## src/rtl/multiplicador_reconstructor.sv

```systemverilog
// Iterative signed shift-add multiplier-accumulator: Num = Coc*Den + Res.
// Rebuilds the dividend from the signed divider's quotient, divisor and remainder.
module multiplicador_reconstructor #(
  parameter int tamanyo = 32
) (
  input  logic               CLK,
  input  logic               RSTa,
  input  logic               Start,
  input  logic [tamanyo-1:0] Coc,
  input  logic [tamanyo-1:0] Den,
  input  logic [tamanyo-1:0] Res,
  output logic [tamanyo-1:0] Num,
  output logic               Ovf,
  output logic               Busy,
  output logic               Done
);

  localparam int CW = $clog2(tamanyo);

  typedef enum logic [1:0] {IDLE, MUL, FIN} estado_t;

  estado_t            estado, estado_sig;
  logic [tamanyo-1:0] acc, q, m, resr;
  logic [CW-1:0]      cont;
  logic               signp;

  logic [tamanyo:0]   suma;
  logic [2*tamanyo:0] prod, p, s;
  logic               ovf_c;

  // The most negative value negates to itself, which read unsigned is the
  // correct magnitude 2^(tamanyo-1).
  function automatic logic [tamanyo-1:0] magnitud(input logic [tamanyo-1:0] v);
    return v[tamanyo-1] ? -v : v;
  endfunction

  assign suma  = {1'b0, acc} + (q[0] ? {1'b0, m} : '0);
  assign prod  = {1'b0, acc, q};
  assign p     = signp ? -prod : prod;
  assign s     = p + {{(tamanyo+1){resr[tamanyo-1]}}, resr};
  assign ovf_c = !((&s[2*tamanyo:tamanyo-1]) || !(|s[2*tamanyo:tamanyo-1]));
  assign Busy  = (estado != IDLE);

  // NOTE: sequential state is always written with <= so every register
  // samples the pre-edge values of the others, independent of statement order.
  always_ff @(posedge CLK or posedge RSTa) begin
    if (RSTa) estado <= IDLE;
    else      estado <= estado_sig;
  end

  // NOTE: every output of this block gets a default first, so no path can
  // leave it unassigned and infer a latch.
  always_comb begin
    estado_sig = estado;
    case (estado)
      IDLE:    if (Start) estado_sig = MUL;
      MUL:     if (cont == '0) estado_sig = FIN;
      FIN:     estado_sig = IDLE;
      default: estado_sig = IDLE;
    endcase
  end

  always_ff @(posedge CLK or posedge RSTa) begin
    if (RSTa) begin
      acc   <= '0;
      q     <= '0;
      m     <= '0;
      resr  <= '0;
      cont  <= '0;
      signp <= 1'b0;
      Num   <= '0;
      Ovf   <= 1'b0;
      Done  <= 1'b0;
    end else begin
      Done <= (estado == FIN);
      case (estado)
        IDLE: if (Start) begin
          m     <= magnitud(Coc);
          q     <= magnitud(Den);
          signp <= Coc[tamanyo-1] ^ Den[tamanyo-1];
          resr  <= Res;
          acc   <= '0;
          cont  <= CW'(tamanyo - 1);
        end
        MUL: begin
          // Carry of the partial sum enters the MSB of acc as the pair shifts right.
          {acc, q} <= {suma, q[tamanyo-1:1]};
          if (cont != '0) cont <= cont - 1'b1;
        end
        FIN: begin
          Num <= s[tamanyo-1:0];
          Ovf <= ovf_c;
        end
        default: ;
      endcase
    end
  end

endmodule
```

## config.mk

```make
export PLATFORM = sky130hd
export DESIGN_NAME = multiplicador_reconstructor
export DESIGN_NICKNAME = d
export VERILOG_FILES = /design/src/rtl/multiplicador_reconstructor.sv
export SDC_FILE = /design/constraint.sdc
export NUM_CORES = 1
export LEC_CHECK = 0
export BUFFER_PORTS_ARGS = -buffer_cell sky130_fd_sc_hd__buf_2
export CAP_MARGIN = 20
export CORE_MARGIN = 3
export CORE_UTILIZATION = 65
export CTS_BUF_LIST = sky130_fd_sc_hd__clkbuf_4
export DETAILED_ROUTE_END_ITERATION = 6
export PLACE_DENSITY = 0.86
export SYNTH_ARGS = -nofsm -noshare
export SYNTH_HDL_FRONTEND = slang
export SYNTH_SLANG_ARGS = --single-unit
```

## constraint.sdc

```tcl
create_clock -name CLK -period 10.26 [get_ports CLK]
set_clock_uncertainty 0.2 [all_clocks]
set_input_delay 1.026 -clock CLK [delete_from_list [all_inputs] [get_ports CLK]]
set_output_delay 1.026 -clock CLK [all_outputs]
set_load 0.02 [all_outputs]
```

* Word level (Yosys, flattened, before mapping)
Cells that the tools add are included.
** Storage, ports and cells
- Flip-flop bits (word level) :: 170
- Output and inout port bits :: 35
** Cells by class
- $add $sub $neg :: 6
- Equal/unequal tests :: 5
- Mux-type cells :: 14
- Bitwise logic cells :: 1
- Reductions and logical operators :: 14
** Operators by type and width (number)
- 2-to-1 mux 32 bit :: 5
- case mux 32 bit (2 select lines) :: 2
- adder 65 bit :: 1
- 2-to-1 mux 65 bit :: 1
- negation 64 -> 65 bit :: 1
- negation 32 bit :: 2
- AND reduction 34 bit :: 1
- OR reduction 34 bit :: 1
- adder 32 x 32 -> 33 bit :: 1
- 2-to-1 mux 5 bit :: 2
- case mux 5 bit (2 select lines) :: 1
- != test 2 bit, second input constant :: 3
- AND reduction 2 bit :: 3
- logical NOT 5 bit :: 1
- nonzero test 5 bit :: 1
- subtractor 5 x 1 -> 5 bit, second input constant :: 1
- 2-to-1 mux 2 bit :: 2
- case mux 2 bit (2 select lines) :: 1
- nonzero test 2 bit :: 2
- AND reduction 3 bit :: 1
- equality test 2 x 1 -> 1 bit, second input constant :: 1
- equality test 2 bit, second input constant :: 1
- logical NOT 1 bit :: 2
- logical NOT 2 bit :: 1
- 2 further kinds :: 2

* Depth between registers and ports, before layout
Gate-level depths: netlist of the first run.
- Depth after elaboration :: 7
- Depth in mapped cells :: 26

* Worst setup path before layout of the first run
Ideal clock, no wire load.
- Path kind :: register to register
- Start point :: register q[21]
- End point :: register Ovf
- Setup time :: 0.118 ns
- Data arrival time :: 6.053 ns
- Setup slack :: 3.888 ns
- Stages on the path, launching flop included :: 23
- Path buffers :: 2
- Cells stage by stage :: dfrtp_1 -> or4_4 -> or4_4 -> or4_4 -> or3_1 -> or2_1 -> or3_1 -> clkbuf_1 -> o31ai_1 -> xnor2_1 -> ha_1 -> clkbuf_1 -> a21oi_1 -> o21ai_0 -> a21oi_1 -> a21boi_0 -> and2_1 -> xnor2_1 -> or4b_1 -> nor4_1 -> or4bb_1 -> o22ai_2 -> nor2_2
** On the way
- Cells in the longest elaborated chain, start to end :: 7
** Ends and longest elaborated chain
- from (decl) :: line 23 : logic [tamanyo-1:0] acc, q, m, resr;
- from (signal assigned) :: line 79 : q <= magnitud(Den);
- from (signal assigned) :: line 87 : {acc, q} <= {suma, q[tamanyo-1:1]};
- negation 64 -> 65 bit :: line 39 : assign p = signp ? -prod : prod;
- 2-to-1 mux 65 bit (*) :: line 39
- adder 65 bit (*) :: line 40 : assign s = p + {{(tamanyo+1){resr[tamanyo-1]}}, resr};
- OR reduction 34 bit :: line 41 : assign ovf_c = !((&s[2*tamanyo:tamanyo-1]) || !(|s[2*tamanyo:tamanyo-1]));
- logical NOT 1 bit :: line 41
- logical OR 1 bit (*) :: line 41
- logical NOT 1 bit (*) :: line 41
- to (signal assigned) :: line 92 : Ovf <= ovf_c;
- to (decl) :: line 13 : output logic Ovf,
Every way passes the cells marked *; elsewhere a longest branch is shown, timed or not.
A chain may end at the register's enable or synchronous reset.

* Worst setup path after layout of the first run
- Start point :: register q[6]
- End point :: register Ovf
Same word-level chain as after synthesis.

==> flow_summary.json, run 1 <==
{
  "ys_warn_count": 0,
  "met3_resource_use_gr_pct": 4.85,
  "numCtsBuffers": 17,
  "tritoncts": "built",
  "rr_startpoint": "q[6]",
  "fp.dieW_um": 156,
  "cp-end-kind": "flop",
  "setup.worst_path.start": "q[6]",
  "finalCritPeriodShare_pct": 68.0,
  "global_route_wire_length_before_repair_um": 62400,
  "detail_route.wl_per_cell_um": 17.3,
  "clk_latency_ns": 0.61,
  "critical_path_class": "flop to flop",
  "slew_violations": 0,
  "avgViaCountPerCell": 6.30,
  "crit_arrival_ns": 7.27,
  "leftover_overflow_at_the_end_of_global_routing": 0,
  "min_period_ns": 6.97,
  "grt_max_degree": 95,
  "critical_path_buf_inv_count": 0,
  "path_clk_slew_ns": 0.17,
  "setup_viol": 0,
  "syn-instance-count": 1820,
  "cp_cell_sequence": "or4_1 > or3_1 > nor2_1 > nand3_1 > or3_1 > or2_1 > or3_1 > o31ai_1 > xnor2_1 > ha_1 > a21oi_1 > o21ai_0 > a21oi_1 > a21boi_0 > and2_1 > xnor2_1 > or4b_1 > nor4_1 > or4bb_1 > o22ai_2 > nor2_2",
  "start_util_pct": 66.4,
  "hold_start": "Num[29]",
  "postCtsSetupBuffers": 0,
  "r2r_cells": 21,
  "dpl.hpwl_um": 29800,
  "io_pins": 134,
  "crit_path_top_cell_by_count": "sky130_fd_sc_hd__or3_1",
  "clockBufferDepth": 2,
  "ys_seq_elements": 170,
  "max_slew_headroom_pct": 31.6,
  "drv.max_cap_violation_count": 0,
  "grt_use_total_pct": 31.2,
  "postSynthAreaPerCell_um2": 7.99,
  "detailedRoute.firstIterationViolations": 1270,
  "mapped_area_um2": 14500,
  "cts.htree.levels": 4,
  "crit_path_top_delay_cell": "sky130_fd_sc_hd__or4_1",
  "min-delay-path-class": "flop to flop",
  "grt_setup_unrepaired": "false",
  "globalRoute.busiestLayer": "met1",
  "seq_area_frac_synth_pct": 29.3,
  "timing.fmax_mhz": 143,
  "hold_viol": 0,
  "drt_wl_total_um": 37800,
  "cp_num_cells": 21,
  "setup-tns-final_ns": 0,
  "timing.hold.worst_path_depth": 2,
  "post_cts_resized": 0,
  "yosys.cell_types.count": 78,
  "flow.area_growth_from_synthesis_pct": 7.32,
  "drt.antenna.violating_nets": 0,
  "outcome": "complete, no violations",
  "grt_util_met2_pct": 46.8,
  "fraction_of_registers_with_async_set_or_reset_after_synthesis_pct": 100,
  "route.vias.total": 13800,
  "placement.io_buffers": 133,
  "critical_path_fanouts_max": 7,
  "most_used_flip_flop_cell_after_synthesis": "sky130_fd_sc_hd__dfrtp_1",
  "overall_die_area_um2": 24200,
  "rows": 54,
  "detail_route.first_pass.iterations": 7,
  "critPathTopFamily": "simple AND/OR/NAND/NOR gates",
  "finish.net_count": 2097,
  "cts_root_buffer": "sky130_fd_sc_hd__clkbuf_4",
  "met1_demand_to_capacity_share_in_global_routing_pct": 47.3,
  "critical_path_launch_point_type": "flop",
  "cp_slowest_stage_delay_ns": 0.61,
  "core-area_um2": 21900,
  "route.detailed.drc": 0,
  "antenna_found_initial": 1,
  "worst-slew-pin-transition_ns": 1.03,
  "cts.hold.buffers_added": 0,
  "grt_pass1_vias": 12700,
  "clock_sinks": 170,
  "fp.dieH_um": 156,
  "worst_path_required_time_ns": 10.56,
  "proportion_of_layout_cells_with_a_drive_suffix_above_1_pct": 10.6,
  "synth-edff-count": 0,
  "gp_congestion": 0.970,
  "synth_nets": 2023
}
final cells by class:
class / count / area, um2
Timing Repair Buffer: 141 / 726
Multi-Input combinational cell: 1534 / 9860
Antenna cell: 1 / 2.50
Clock buffer: 18 / 135
Inverter: 30 / 118
Sequential cell: 170 / 4260
Fill cell: 1858 / 6290
Clock inverter: 14 / 154
Tap cell: 280 / 350
registers in the layout, indices dropped and copies added, names as in the netlist:
signal  flops
signp       1
estado      2
cont        5
m          32
q          32
acc        32
Num        32
Ovf         1
Done        1
resr       32
path summary, 6_finish.rpt:
kind                                 to  slack, ns
min in group asynchronous       cont[3]       0.33
worst max-delay path                Ovf       3.29
max in group asynchronous          Done       8.00
worst max register to register      Ovf       3.29
worst min register to register  Num[29]       0.29
worst min-delay path            Num[29]       0.29
per-stage QoR:
step                      instance area, um2  hold slack, ns  util, %  setup WS, ns  cells
after global placement                 15300           0.249     69.9          3.66   2155
after floorplan                        14500           0.236        -          3.89   1820
after detailed placement               15300           0.259     69.9          3.43   2155
after global routing                   15600           0.317     71.3          2.97   2188
after CTS                              15600           0.293     71.3          3.37   2187
final                                  15600           0.287     71.3          3.29   2188
cells by family after synthesis:
group	share of synthesized area, %
mux	0.215
xor+xnor	12.2
simple gates	21.8
buf+inv	3.00
flops	29.3
fa+ha+maj	9.05
compound gates	24.4
synth_stat cells, drive strengths merged, types with 5 or more instances:
library cell	number	area share (%)
o41ai	19	1.3
nor4	15	0.69
or2	13	0.56
inv	29	0.75
a2111oi	6	0.36
xnor2	102	6.1
a41oi	6	0.36
or3	32	1.4
dfrtp	170	29
ha	102	8.8
a211oi	13	0.67
o21ai	216	7.4
o21bai	15	0.77
a21o	37	1.9
nand2b	19	0.82
o21a	17	0.88
nor2b	7	0.30
buf	5	0.14
and2	41	1.8
nand4	29	1.2
nor3b	5	0.26
a22oi	30	1.5
or4	19	1.1
clkbuf	81	2.1
o31ai	46	2.4
a31oi	9	0.39
nor3	21	0.76
a21boi	5	0.26
xor2	101	6.1
nand3	56	1.9
nand2	297	7.7
o211ai	7	0.36
a21oi	112	3.9
nor2	83	2.2
layout by cell type (no fill, tap or decap), drive strengths merged, types with 21 or more instances in the layout:
cell,Yosys,routed
a21o,37,37
a21oi,112,112
a22oi,30,30
and2,41,41
buf,5,141
dfrtp,170,170
ha,102,102
inv,29,35
nand2,297,297
nand3,56,56
nand4,29,29
nor2,83,83
nor3,21,21
o21ai,216,216
o31ai,46,46
or3,32,32
xnor2,102,102
xor2,101,101
routing by layer:
layer	share of wire [%]	vias to the layer above	wire length [um]
met5	0	-	0
li1	-	6764	-
met4	1.9	0	709
met2	43	525	16300
met3	8.0	47	3030
met1	47	6450	17800
worst min-delay path, stage by stage (launching register included):
cell,delay (ns)
sky130_fd_sc_hd__dfrtp_1,0.37
sky130_fd_sc_hd__nand2_1,0.05
sky130_fd_sc_hd__nand2_1,0.05
Power of run 1 is left out: the tool's default activity adds up to more than one toggle a clock period on the data nets, which glitch-free logic cannot reach.
==> run 2, diff against run 1 <==
Settings changed: CORE_UTILIZATION 65 to 63, PLACE_DENSITY 0.86 to 0.84.
Clock period 10.26 ns to 7.2 ns, I/O delays scaled along.
==> run 2 against run 1 <==
Compared with the run above: the run now ends with negative hold slack left; routed wire length down 0.63%; via count decreased by 0.62%; global-route usage fell by 0.81 points; critical path depth down 1; first-iteration DRC count is 11% lower; non-clock buffer count rose by 1; setup slack worse by 2.9 ns; sequential share of layout area down 0.091 points; flip-flop and latch count unchanged; largest cell class unchanged.
==> flow_summary.json, run 2 (synthesis gave the netlist of run 1 again) <==
{
  "outcome": "finished, violations left",
  "violations": "negative hold slack",
  "start_util_pct": 65.4,
  "multi_input_comb_area_um2": 9870,
  "timing.fmax_mhz": 147,
  "drt.antenna.violating_nets": 0,
  "crit_path_top_cell_by_count": "sky130_fd_sc_hd__or4_4",
  "grt_pass1_vias": 12400,
  "max_slew_headroom_pct": 32.8,
  "route.vias.total": 13700,
  "critPathTopFamily": "simple AND/OR/NAND/NOR gates",
  "crit_arrival_ns": 7.13,
  "n_fill_cell": 1809,
  "setup_viol": 0,
  "critical_path_launch_point_type": "flop",
  "critical_path_fanouts_max": 7,
  "final_core_utilization_pct": 70.4,
  "clock_sinks": 170,
  "worst-slew-pin-transition_ns": 1.01,
  "slew_violations": 0,
  "detail_route.first_pass.iterations": 5,
  "detail_route.wl_per_cell_um": 17.2,
  "min_period_ns": 6.81,
  "reg2reg_setup_slack_ns": 0.39,
  "critical_path_class": "flop to flop",
  "worst_path_required_time_ns": 7.52,
  "clk_latency_ns": 0.62,
  "fp.dieH_um": 158,
  "proportion_of_layout_cells_with_a_drive_suffix_above_1_pct": 10.7,
  "cts_root_buffer": "sky130_fd_sc_hd__clkbuf_4",
  "finalCritPeriodShare_pct": 94.6,
  "global_route_wire_length_before_repair_um": 61900,
  "tritoncts": "built",
  "placement.io_buffers": 133,
  "fp.dieW_um": 158,
  "grt_setup_unrepaired": "false",
  "layout.area.seq_um2": 4260,
  "leftover_overflow_at_the_end_of_global_routing": 0,
  "final.hold.worst_slack_ns": -0.00416,
  "finish.net_count": 2098,
  "layout.cells.most_common": "sky130_fd_sc_hd__nand2_1",
  "rows": 54,
  "hold_viol": 6,
  "dpl.hpwl_um": 29200,
  "clockBufferDepth": 2,
  "numCtsBuffers": 17,
  "cts.hold.buffers_added": 0,
  "postCtsSetupBuffers": 0,
  "cp_cell_sequence": "or4_4 > or4_4 > or4_4 > or3_1 > or2_1 > or3_1 > o31ai_1 > xnor2_1 > ha_1 > a21oi_1 > o21ai_0 > a21oi_1 > a21boi_1 > and2_1 > xnor2_1 > or4b_1 > nor4_1 > or4bb_1 > o22ai_2 > nor2_2",
  "setup-tns-final_ns": 0,
  "cp_slowest_stage_delay_ns": 0.56,
  "gp_congestion": 0.967,
  "critical_path_buf_inv_count": 0,
  "overall_die_area_um2": 24900,
  "grt_use_total_pct": 30.4,
  "core-area_um2": 22200,
  "post_route_setup_slack_ns": 0.389,
  "cts.htree.levels": 4,
  "antenna_found_initial": 1,
  "pre_cts_ws_ns": 0.381,
  "path_clk_slew_ns": 0.18,
  "route.detailed.drc": 0,
  "avgViaCountPerCell": 6.26,
  "grt_max_degree": 94,
  "rr_startpoint": "q[21]",
  "post_cts_resized": 0,
  "cp-end-kind": "flop",
  "flow.area_growth_from_synthesis_pct": 7.69,
  "r2r_cells": 20,
  "crit_path_top_delay_cell": "sky130_fd_sc_hd__or4_4",
  "min-delay-path-class": "input port to async pin",
  "drt_wl_total_um": 37600,
  "layout_common_cells": "296 x sky130_fd_sc_hd__nand2_1, 207 x sky130_fd_sc_hd__o21ai_0, 169 x sky130_fd_sc_hd__dfrtp_1, 133 x sky130_fd_sc_hd__buf_2, 112 x sky130_fd_sc_hd__a21oi_1",
  "io_pins": 134,
  "drv.max_cap_violation_count": 0,
  "detailedRoute.firstIterationViolations": 1129,
  "rr_endpoint": "Ovf"
}
## run 2: final cells by class
| type | instances | area share [%] |
|---|---|---|
| antenna | 1 | 0.0160 |
| clock inverter | 14 | 1.24 |
| sequential | 170 | 27.2 |
| clock buffer | 18 | 0.863 |
| tap | 280 | 2.24 |
| timing repair buffer | 142 | 4.68 |
| multi-input combinational | 1534 | 63.0 |
| inverter | 30 | 0.751 |
## run 2: worst reg2reg max path: stages, from the launching register on
cell                       delay [ns]
sky130_fd_sc_hd__dfrtp_1         0.47
sky130_fd_sc_hd__or4_4           0.56
sky130_fd_sc_hd__or4_4           0.45
sky130_fd_sc_hd__or4_4           0.44
sky130_fd_sc_hd__or3_1           0.40
sky130_fd_sc_hd__or2_1           0.31
sky130_fd_sc_hd__or3_1           0.42
sky130_fd_sc_hd__o31ai_1         0.27
sky130_fd_sc_hd__xnor2_1         0.16
sky130_fd_sc_hd__ha_1            0.33
sky130_fd_sc_hd__a21oi_1         0.22
sky130_fd_sc_hd__o21ai_0         0.14
sky130_fd_sc_hd__a21oi_1         0.21
sky130_fd_sc_hd__a21boi_1        0.31
sky130_fd_sc_hd__and2_1          0.24
sky130_fd_sc_hd__xnor2_1         0.15
sky130_fd_sc_hd__or4b_1          0.46
sky130_fd_sc_hd__nor4_1          0.29
sky130_fd_sc_hd__or4bb_1         0.53
sky130_fd_sc_hd__o22ai_2         0.15
sky130_fd_sc_hd__nor2_2          0.04
## run 2: worst max-delay path by stage
stage | from | endpoint | slack (ns) | cells past startpoint
global route | q[21] | Ovf | 0.01 | 20
global placement | q[21] | Ovf | 0.59 | 20
detailed placement | q[21] | Ovf | 0.38 | 20
floorplan | q[21] | Ovf | 0.83 | 22
finish | q[21] | Ovf | 0.39 | 20
CTS | q[21] | Ovf | 0.35 | 20
## run 2: metrics by stage
stage / cell area (um2) / cells
3_5_place_dp: 15300 / 2156
5_1_grt: 15700 / 2189
6_report: 15700 / 2189
2_1_floorplan: 14500 / 1820
3_3_place_gp: 15300 / 2156
4_1_cts: 15700 / 2188
## run 2: routing by layer
metal | vias up | GRT usage (%) | part of all wire, %
met1 | 6357 | 46.3 | 48
li1 | 6780 | - | -
met2 | 515 | 45.5 | 43
met4 | 0 | 7.36 | 1.7
met3 | 48 | 4.54 | 7.9
met5 | - | 0 | 0
Power of run 2 is left out for the same reason.
